`src/rtl/uart_frame_tx.sv`:
```
// -----------------------------------------------------------------------------
// uart_frame_tx
//
// Parametrised UART transmitter fed by a small byte FIFO. Bytes pushed on the
// in_data/in_valid/in_ready handshake are queued and sent as
// start + DATA_BITS (LSB first) + optional parity + STOP_BITS stop bits,
// every bit lasting DIV = round(CLK_FREQ / BAUD) clock cycles.
//
// Handshake: a byte is taken on a rising edge where in_valid && in_ready.
// in_ready is the inverse of a registered full flag, so a push offered while
// the FIFO is full is refused even if a pop happens on the same edge; the
// producer keeps in_data stable until it sees the byte taken.
//
// Ports:
//   clk_50M     in   system clock, all logic on the rising edge
//   reset_btn   in   synchronous active-high reset
//   in_data     in   [DATA_BITS-1:0] byte to enqueue
//   in_valid    in   producer offers in_data
//   in_ready    out  FIFO can accept (registered !full)
//   tx_en       in   permits new frames to start; a frame in flight completes
//   txd         out  registered serial line, idle high
//   busy        out  a frame is in flight
//   frame_done  out  one-cycle pulse on the last cycle of the final stop bit
//   fifo_count  out  bytes queued, excluding the byte being shifted out
// -----------------------------------------------------------------------------
module uart_frame_tx #(
   parameter int CLK_FREQ   = 50000000,
   parameter int BAUD       = 9600,
   parameter int DATA_BITS  = 8,
   parameter int PARITY     = 0,
   parameter int STOP_BITS  = 1,
   parameter int FIFO_DEPTH = 16
) (
   input  logic                        clk_50M,
   input  logic                        reset_btn,
   input  logic [DATA_BITS-1:0]        in_data,
   input  logic                        in_valid,
   output logic                        in_ready,
   input  logic                        tx_en,
   output logic                        txd,
   output logic                        busy,
   output logic                        frame_done,
   output logic [$clog2(FIFO_DEPTH):0] fifo_count
);

   // Bit period rounded to the nearest whole cycle.
   localparam int DIV   = (CLK_FREQ + BAUD / 2) / BAUD;
   localparam int CNT_W = (DIV > 1) ? $clog2(DIV) : 1;
   localparam int AW    = $clog2(FIFO_DEPTH);
   localparam int BIT_W = $clog2(DATA_BITS);

   localparam logic [CNT_W-1:0] DIV_M1    = CNT_W'(DIV - 1);
   localparam logic [BIT_W-1:0] LAST_DATA = BIT_W'(DATA_BITS - 1);
   localparam logic [BIT_W-1:0] LAST_STOP = BIT_W'(STOP_BITS - 1);
   localparam logic [AW:0]      DEPTH_V   = (AW + 1)'(FIFO_DEPTH);

   // ---------------------------------------------------------------------------
   // Byte FIFO
   // ---------------------------------------------------------------------------
   logic [DATA_BITS-1:0] mem [FIFO_DEPTH];
   logic [AW-1:0]        wr_ptr;
   logic [AW-1:0]        rd_ptr;
   logic [AW:0]          count;
   logic [AW:0]          count_next;
   logic                 full;
   logic                 empty;
   logic                 push;
   logic                 pop;
   logic [DATA_BITS-1:0] fifo_head;

   assign empty      = (count == '0);
   assign push       = in_valid && !full;
   assign in_ready   = !full;
   assign fifo_count = count;
   assign fifo_head  = mem[rd_ptr];

   always_comb begin
      count_next = count;
      case ({push, pop})
         2'b10:   count_next = count + 1'b1;
         2'b01:   count_next = count - 1'b1;
         default: count_next = count;
      endcase
   end

   // Storage needs no reset: the pointers and count define what is valid.
   always_ff @(posedge clk_50M) begin
      if (push) begin
         mem[wr_ptr] <= in_data;
      end
   end

   // Pointers are exactly AW bits wide, so they wrap modulo FIFO_DEPTH.
   always_ff @(posedge clk_50M) begin
      if (reset_btn) begin
         wr_ptr <= '0;
         rd_ptr <= '0;
         count  <= '0;
         full   <= 1'b0;
      end else begin
         if (push) begin
            wr_ptr <= wr_ptr + 1'b1;
         end
         if (pop) begin
            rd_ptr <= rd_ptr + 1'b1;
         end
         count <= count_next;
         full  <= (count_next == DEPTH_V);
      end
   end

   // ---------------------------------------------------------------------------
   // Frame FSM
   // ---------------------------------------------------------------------------
   typedef enum logic [2:0] {
      IDLE  = 3'd0,
      START = 3'd1,
      DATA  = 3'd2,
      PAR   = 3'd3,
      STOP  = 3'd4
   } state_t;

   state_t               state;
   state_t               state_n;
   logic [CNT_W-1:0]     baud_cnt;
   logic [CNT_W-1:0]     baud_n;
   logic [BIT_W-1:0]     bit_cnt;
   logic [BIT_W-1:0]     bit_n;
   logic [DATA_BITS-1:0] sh;
   logic [DATA_BITS-1:0] sh_n;
   logic                 par_q;
   logic                 par_n;
   logic                 txd_q;
   logic                 txd_n;
   logic                 bit_end;
   logic                 start_ok;
   logic                 load;

   // The baud counter is loaded with DIV-1 as a bit begins, so reaching zero
   // marks the last of that bit's DIV cycles.
   assign bit_end  = (baud_cnt == '0);
   assign start_ok = tx_en && !empty;
   assign txd      = txd_q;
   assign busy     = (state != IDLE);

   always_ff @(posedge clk_50M) begin
      if (reset_btn) begin
         state    <= IDLE;
         baud_cnt <= '0;
         bit_cnt  <= '0;
         sh       <= '0;
         par_q    <= 1'b0;
         txd_q    <= 1'b1;
      end else begin
         state    <= state_n;
         baud_cnt <= baud_n;
         bit_cnt  <= bit_n;
         sh       <= sh_n;
         par_q    <= par_n;
         txd_q    <= txd_n;
      end
   end

   always_comb begin
      state_n    = state;
      baud_n     = baud_cnt;
      bit_n      = bit_cnt;
      sh_n       = sh;
      par_n      = par_q;
      txd_n      = txd_q;
      load       = 1'b0;
      pop        = 1'b0;
      frame_done = 1'b0;

      if (state != IDLE && !bit_end) begin
         baud_n = baud_cnt - 1'b1;
      end

      case (state)
         IDLE: begin
            txd_n = 1'b1;
            if (start_ok) begin
               load = 1'b1;
            end
         end

         START: begin
            if (bit_end) begin
               state_n = DATA;
               baud_n  = DIV_M1;
               bit_n   = '0;
               txd_n   = sh[0];
            end
         end

         DATA: begin
            if (bit_end) begin
               baud_n = DIV_M1;
               if (bit_cnt == LAST_DATA) begin
                  bit_n = '0;
                  if (PARITY != 0) begin
                     state_n = PAR;
                     txd_n   = par_q;
                  end else begin
                     state_n = STOP;
                     txd_n   = 1'b1;
                  end
               end else begin
                  // sh[1] is the next payload bit once the register shifts.
                  bit_n = bit_cnt + 1'b1;
                  sh_n  = {1'b0, sh[DATA_BITS-1:1]};
                  txd_n = sh[1];
               end
            end
         end

         PAR: begin
            if (bit_end) begin
               state_n = STOP;
               baud_n  = DIV_M1;
               bit_n   = '0;
               txd_n   = 1'b1;
            end
         end

         STOP: begin
            if (bit_end) begin
               if (bit_cnt == LAST_STOP) begin
                  frame_done = 1'b1;
                  // Chain straight into the next start bit when possible so
                  // back-to-back frames have no idle gap.
                  if (start_ok) begin
                     load = 1'b1;
                  end else begin
                     state_n = IDLE;
                     txd_n   = 1'b1;
                  end
               end else begin
                  bit_n  = bit_cnt + 1'b1;
                  baud_n = DIV_M1;
               end
            end
         end

         default: begin
            state_n = IDLE;
            txd_n   = 1'b1;
         end
      endcase

      // Pop the FIFO head and begin the start bit on the next edge. Parity is
      // computed once here from the whole byte.
      if (load) begin
         pop     = 1'b1;
         sh_n    = fifo_head;
         par_n   = (^fifo_head) ^ (PARITY == 1);
         baud_n  = DIV_M1;
         bit_n   = '0;
         state_n = START;
         txd_n   = 1'b0;
      end
   end

endmodule
```
`config.mk`:
```
export PLATFORM = sky130hd
export DESIGN_NAME = uart_frame_tx
export DESIGN_NICKNAME = d
export VERILOG_FILES = /design/src/rtl/uart_frame_tx.sv
export SDC_FILE = /design/constraint.sdc
export NUM_CORES = 1
export LEC_CHECK = 0
export ABC_AREA = 1
export BUFFER_PORTS_ARGS = -buffer_cell sky130_fd_sc_hd__buf_2
export CORE_MARGIN = 2
export CORE_UTILIZATION = 40
export CTS_CLUSTER_DIAMETER = 100
export DETAILED_ROUTE_END_ITERATION = 12
export HOLD_SLACK_MARGIN = 0.06
export PLACE_DENSITY = 0.59
export SLEW_MARGIN = 40
export SYNTH_ARGS = -nofsm -noshare
export SYNTH_HDL_FRONTEND = slang
export SYNTH_SLANG_ARGS = --single-unit
```
`constraint.sdc`:
```
create_clock -name clk_50M -period 6.2 [get_ports clk_50M]
set_input_delay 1.24 -clock clk_50M [delete_from_list [all_inputs] [get_ports clk_50M]]
set_output_delay 1.24 -clock clk_50M [all_outputs]
set_load 0.03 [all_outputs]
```
==> summary.md <==
## Outcome
• complete, no violations — run status

## Power
• 200 uV — IR drop worst, VDD
• 39.9% — Sequential Power Share
• 27.9% — clock share of power
• 3.57 mW — total power consumption of the routed design
• 1.29 mW — net switching component of the power
• 36.0% — switching share of total power
• 3.22 nW — reported leakage power
• 32.3% — logic gate share of total power
• 2.29 mW — total internal power
• 418 nW/um^2 — Cell Pwr Density

## Synthesis
• 750 — synthesized netlist net count
• edfxtp_1, dfxtp_1, o21ai_0, inv_1, nand2_1 — cell types occupying the most area after synthesis
• 174 — register bit total from synthesis
• edfxtp_1 — most repeated cell in the gate-level netlist after synthesis
• 128 — number of enable flip-flop cells after synthesis
• 0 — synth warn
• 50.0% — top-area cell type share of the netlist area
• 7680 sq um — area of the mapped netlist
• 10.6 sq um — Synth Area per Inst
• 0% — async set-or-reset flop fraction in the synthesized netlist
• 726 — Mapped Cells
• 45 — Yosys cell types
• edfxtp_1, inv_1, nand2_1, o21ai_0, nor2_1 — commonest cells in the netlist
• edfxtp_1 — largest area contributor in the netlist
• 62.0% — sequential-to-total area share from yosys stat
• edfxtp_1 — main flop type after synthesis

## Timing
• 0.815 ns — worst slew pin tran
• 0 — final hold violation count
• 0 — Max Slew Vio Count
• 0.0124 ns — Worst Skew
• 0 ns — Total Negative Setup Slacks
• 45.5% — worst slew slack as a fraction of its limit
• 48.0% — portion of the clock cycle consumed by the worst path in the final layout
• 0 — final setup violation count
• no — unrepaired setup endpoints after global routing
• 3.22 ns — worst path setup slack after routing
• 0.336 GHz — maximum frequency from static timing analysis
• 2.98 ns — time the worst path needs with I/O delays and setup

## Floorplanning
• 50 — number of rows in the core area
• 18800 sq um — Core ar.
• 143 microns — Die X-Extent
• 40.9% — initial core utilization
• 21 — Boundary Pins
• 143 microns — die boundary height
• 20300 sq um — full die area

## Global route
• 87 — maximum number of pins on one net before global-route repair
• 26.0 mm — wire length of the first global-routing pass
• 4921 — via count of the first global-routing pass
• 0 — number of antenna violations at the first check in global routing
• 16.8% — GRT Total Usage
• 0 — overall overflow remaining after global route

## Finish
• 764 — number of nets in the layout
• 11.3% — Syn-to-layout area delta
• 1734 — fill cell instance count of the final layout
• 45.6% — fin util
• 12.0% — fraction of layout instances using a drive strength above 1
• 0 — diode insertion count for antenna repair

## Setup path
• 3.45 ns — setup slack of the worst register-to-register path
• inv_1 > ha_1 > nand2_1 > nor2_8 > nand3_4 > inv_1 > buf_2 — series of cell instances along the critical path
• 3 — buffering stage count on the worst path with inverters included
• flip-flop to output pin — critical path type
• dfxtp_1 — Crit-path slowest cell
• 1.74 ns — endpoint arrival time on the critical path
• buffers and inverters — cell type group with the largest total delay on the critical path
• flip-flop — startpoint class of the critical path
• 4.96 ns — Worst EP required
• 17 — cell count of the worst reg-to-reg path
• 0.34 ns — delay of the slowest cell on the worst path
• full$_SDFF_PP0_ — critical register-to-register path endpoint
• output pin — Worst Setup End Kind
• 3 — largest fanout on the critical path
• baud_cnt[0]$_SDFF_PP0_ — FF-to-FF Start
• inv_1 — Crit path top cell by count

## Route
• 5 — number of search-and-repair iterations in the first detailed-routing pass
• 4972 — DR vias
• 16.0 mm — Total Wirelength
• 0 — # DRC
• 0 — DRT antenna net count
• 16.2 microns — per-cell routed wire length
• 5.04 — vias per cell
• 311 — DRC violation total after the first TritonRoute iteration

## Min path
• sh[7]$_SDFFE_PP0P_ — destination of the worst hold path
• 2 — number of stages on the worst hold path
• sh[7]$_SDFFE_PP0P_ — HP Start
• flip-flop to flip-flop — class of the most critical hold timing path

## CTS
• 17 — TritonCTS Buffers
• 0 — post-cts resize count
• 4 — H-tree depth
• 0 — hold-fix buffers at CTS
• 0.42 ns — latest clock arrival within the worst-skew pair
• 2 — largest buffer count on any clock path
• clkbuf_16 — root buffer cell
• 174 — sinks on the clock net
• 0 — number of buffers inserted to repair setup after CTS
• yes — CTS tree
• 0.06 ns — clock-pin slew on the worst setup and hold paths

## Placement
• 10.1 mm — HPWL reported at the end of detailed placement
• 20 — count of input and output buffers
• 0.848 — RePlAce Congestion
• 2.88 ns — worst slack at placement

## Run
• 0 — total of max-cap violations

## layout by cell type, fill, tap and decap left out, drive strengths merged, types with 3 or more instances in the layout
| cell | netlist | layout |
|---|---|---|
| nor3 | 8 | 8 |
| dfxtp | 46 | 46 |
| nor2 | 64 | 64 |
| xnor2 | 3 | 3 |
| o211ai | 10 | 10 |
| clkbuf | 18 | 20 |
| ha | 12 | 12 |
| clkinv | 3 | 10 |
| nand4 | 5 | 5 |
| inv | 98 | 100 |
| buf | 10 | 23 |
| edfxtp | 128 | 128 |
| o22ai | 4 | 4 |
| nand3 | 34 | 34 |
| xor2 | 9 | 9 |
| mux2i | 30 | 30 |
| a21oi | 49 | 49 |
| o21ai | 80 | 80 |
| nand2 | 100 | 100 |
## through the flow
| stage | cell area (sq um) | hold WS [ns] | instances |
|---|---|---|---|
| 5_1_grt | 8550 | 0.499 | 987 |
| 4_1_cts | 8540 | 0.484 | 987 |
| 2_1_floorplan | 7680 | 0.444 | 726 |
| 3_5_place_dp | 7990 | 0.475 | 955 |
| 6_report | 8550 | 0.486 | 987 |
| 3_3_place_gp | 7980 | 0.461 | 955 |
## worst max path at each step
stage,startpoint,endpoint,slack [ns],cells past startpoint
floorplan,tx_en,full$_SDFF_PP0_,3.34,14
global placement,tx_en,full$_SDFF_PP0_,2.99,14
detailed placement,tx_en,full$_SDFF_PP0_,2.88,14
CTS,baud_cnt[0]$_SDFF_PP0_,frame_done,3.20,7
global route,tx_en,full$_SDFF_PP0_,3.10,14
finish,baud_cnt[0]$_SDFF_PP0_,frame_done,3.22,7
## layer usage
layer,track usage (%),up-vias,part of all wire [%]
met3,2.83,22,3.1
met4,6.31,0,1.7
met5,0,-,0
met1,22.4,2344,47
li1,-,2512,-
met2,27.7,94,48
## power by group through the flow
stage / logic, mW / clock network (mW) / registers (mW)
global placement: 1.13 / 0 / 1.45
floorplan: 0.877 / 0 / 1.45
finish: 1.15 / 0.996 / 1.42
global route: 1.30 / 1.07 / 1.44
detailed placement: 1.15 / 0 / 1.45
CTS: 1.16 / 1.01 / 1.42
## layout make-up
type,count,area [sq um],share of cell area [%]
clock buffer,20,437,5.11
clock inverter,12,114,1.33
inverter,101,383,4.48
multi-input combinational,423,2430,28.4
sequential,174,4770,55.7
tap,234,293,3.42
timing repair buffer,23,126,1.48
## registers in the layout (all words and copies together), names as in the netlist, named ones only
register / flops
sh: 8
fifo_count: 5
txd: 1
mem: 128
full: 1
wr_ptr: 4
state: 3
baud_cnt: 13
bit_cnt: 3
rd_ptr: 4
## worst reg2reg max path, cell delays in order, from the launching register on
cell and delay (ns):
dfxtp_1 0.38, inv_1 0.10, ha_1 0.21, nand2_1 0.17
nor2_8 0.07, nand3_4 0.09, nand2_4 0.08, nand2_4 0.16
clkinv_2 0.24, ha_1 0.32, a21oi_1 0.29, inv_1 0.08
nand3_1 0.08, nand3_1 0.07, o21ai_1 0.11, nor2_1 0.06
nand3_1 0.09, nor2_2 0.05
## kinds of logic (layout without fill, tap and decap cells)
kind of cell | after synthesis | after routing | share of synthesized area, %
AOI/OAI and AO/OA | 153 | 153 | 10.7
adders and majority gates | 12 | 12 | 1.95
muxes | 31 | 31 | 4.06
buffers and inverters | 129 | 156 | 6.55
DFF | 174 | 174 | 62.0
and+or+nand+nor | 215 | 215 | 13.3
xor gates and xnor gates | 12 | 12 | 1.37
(Power assumes the default switching activity.)
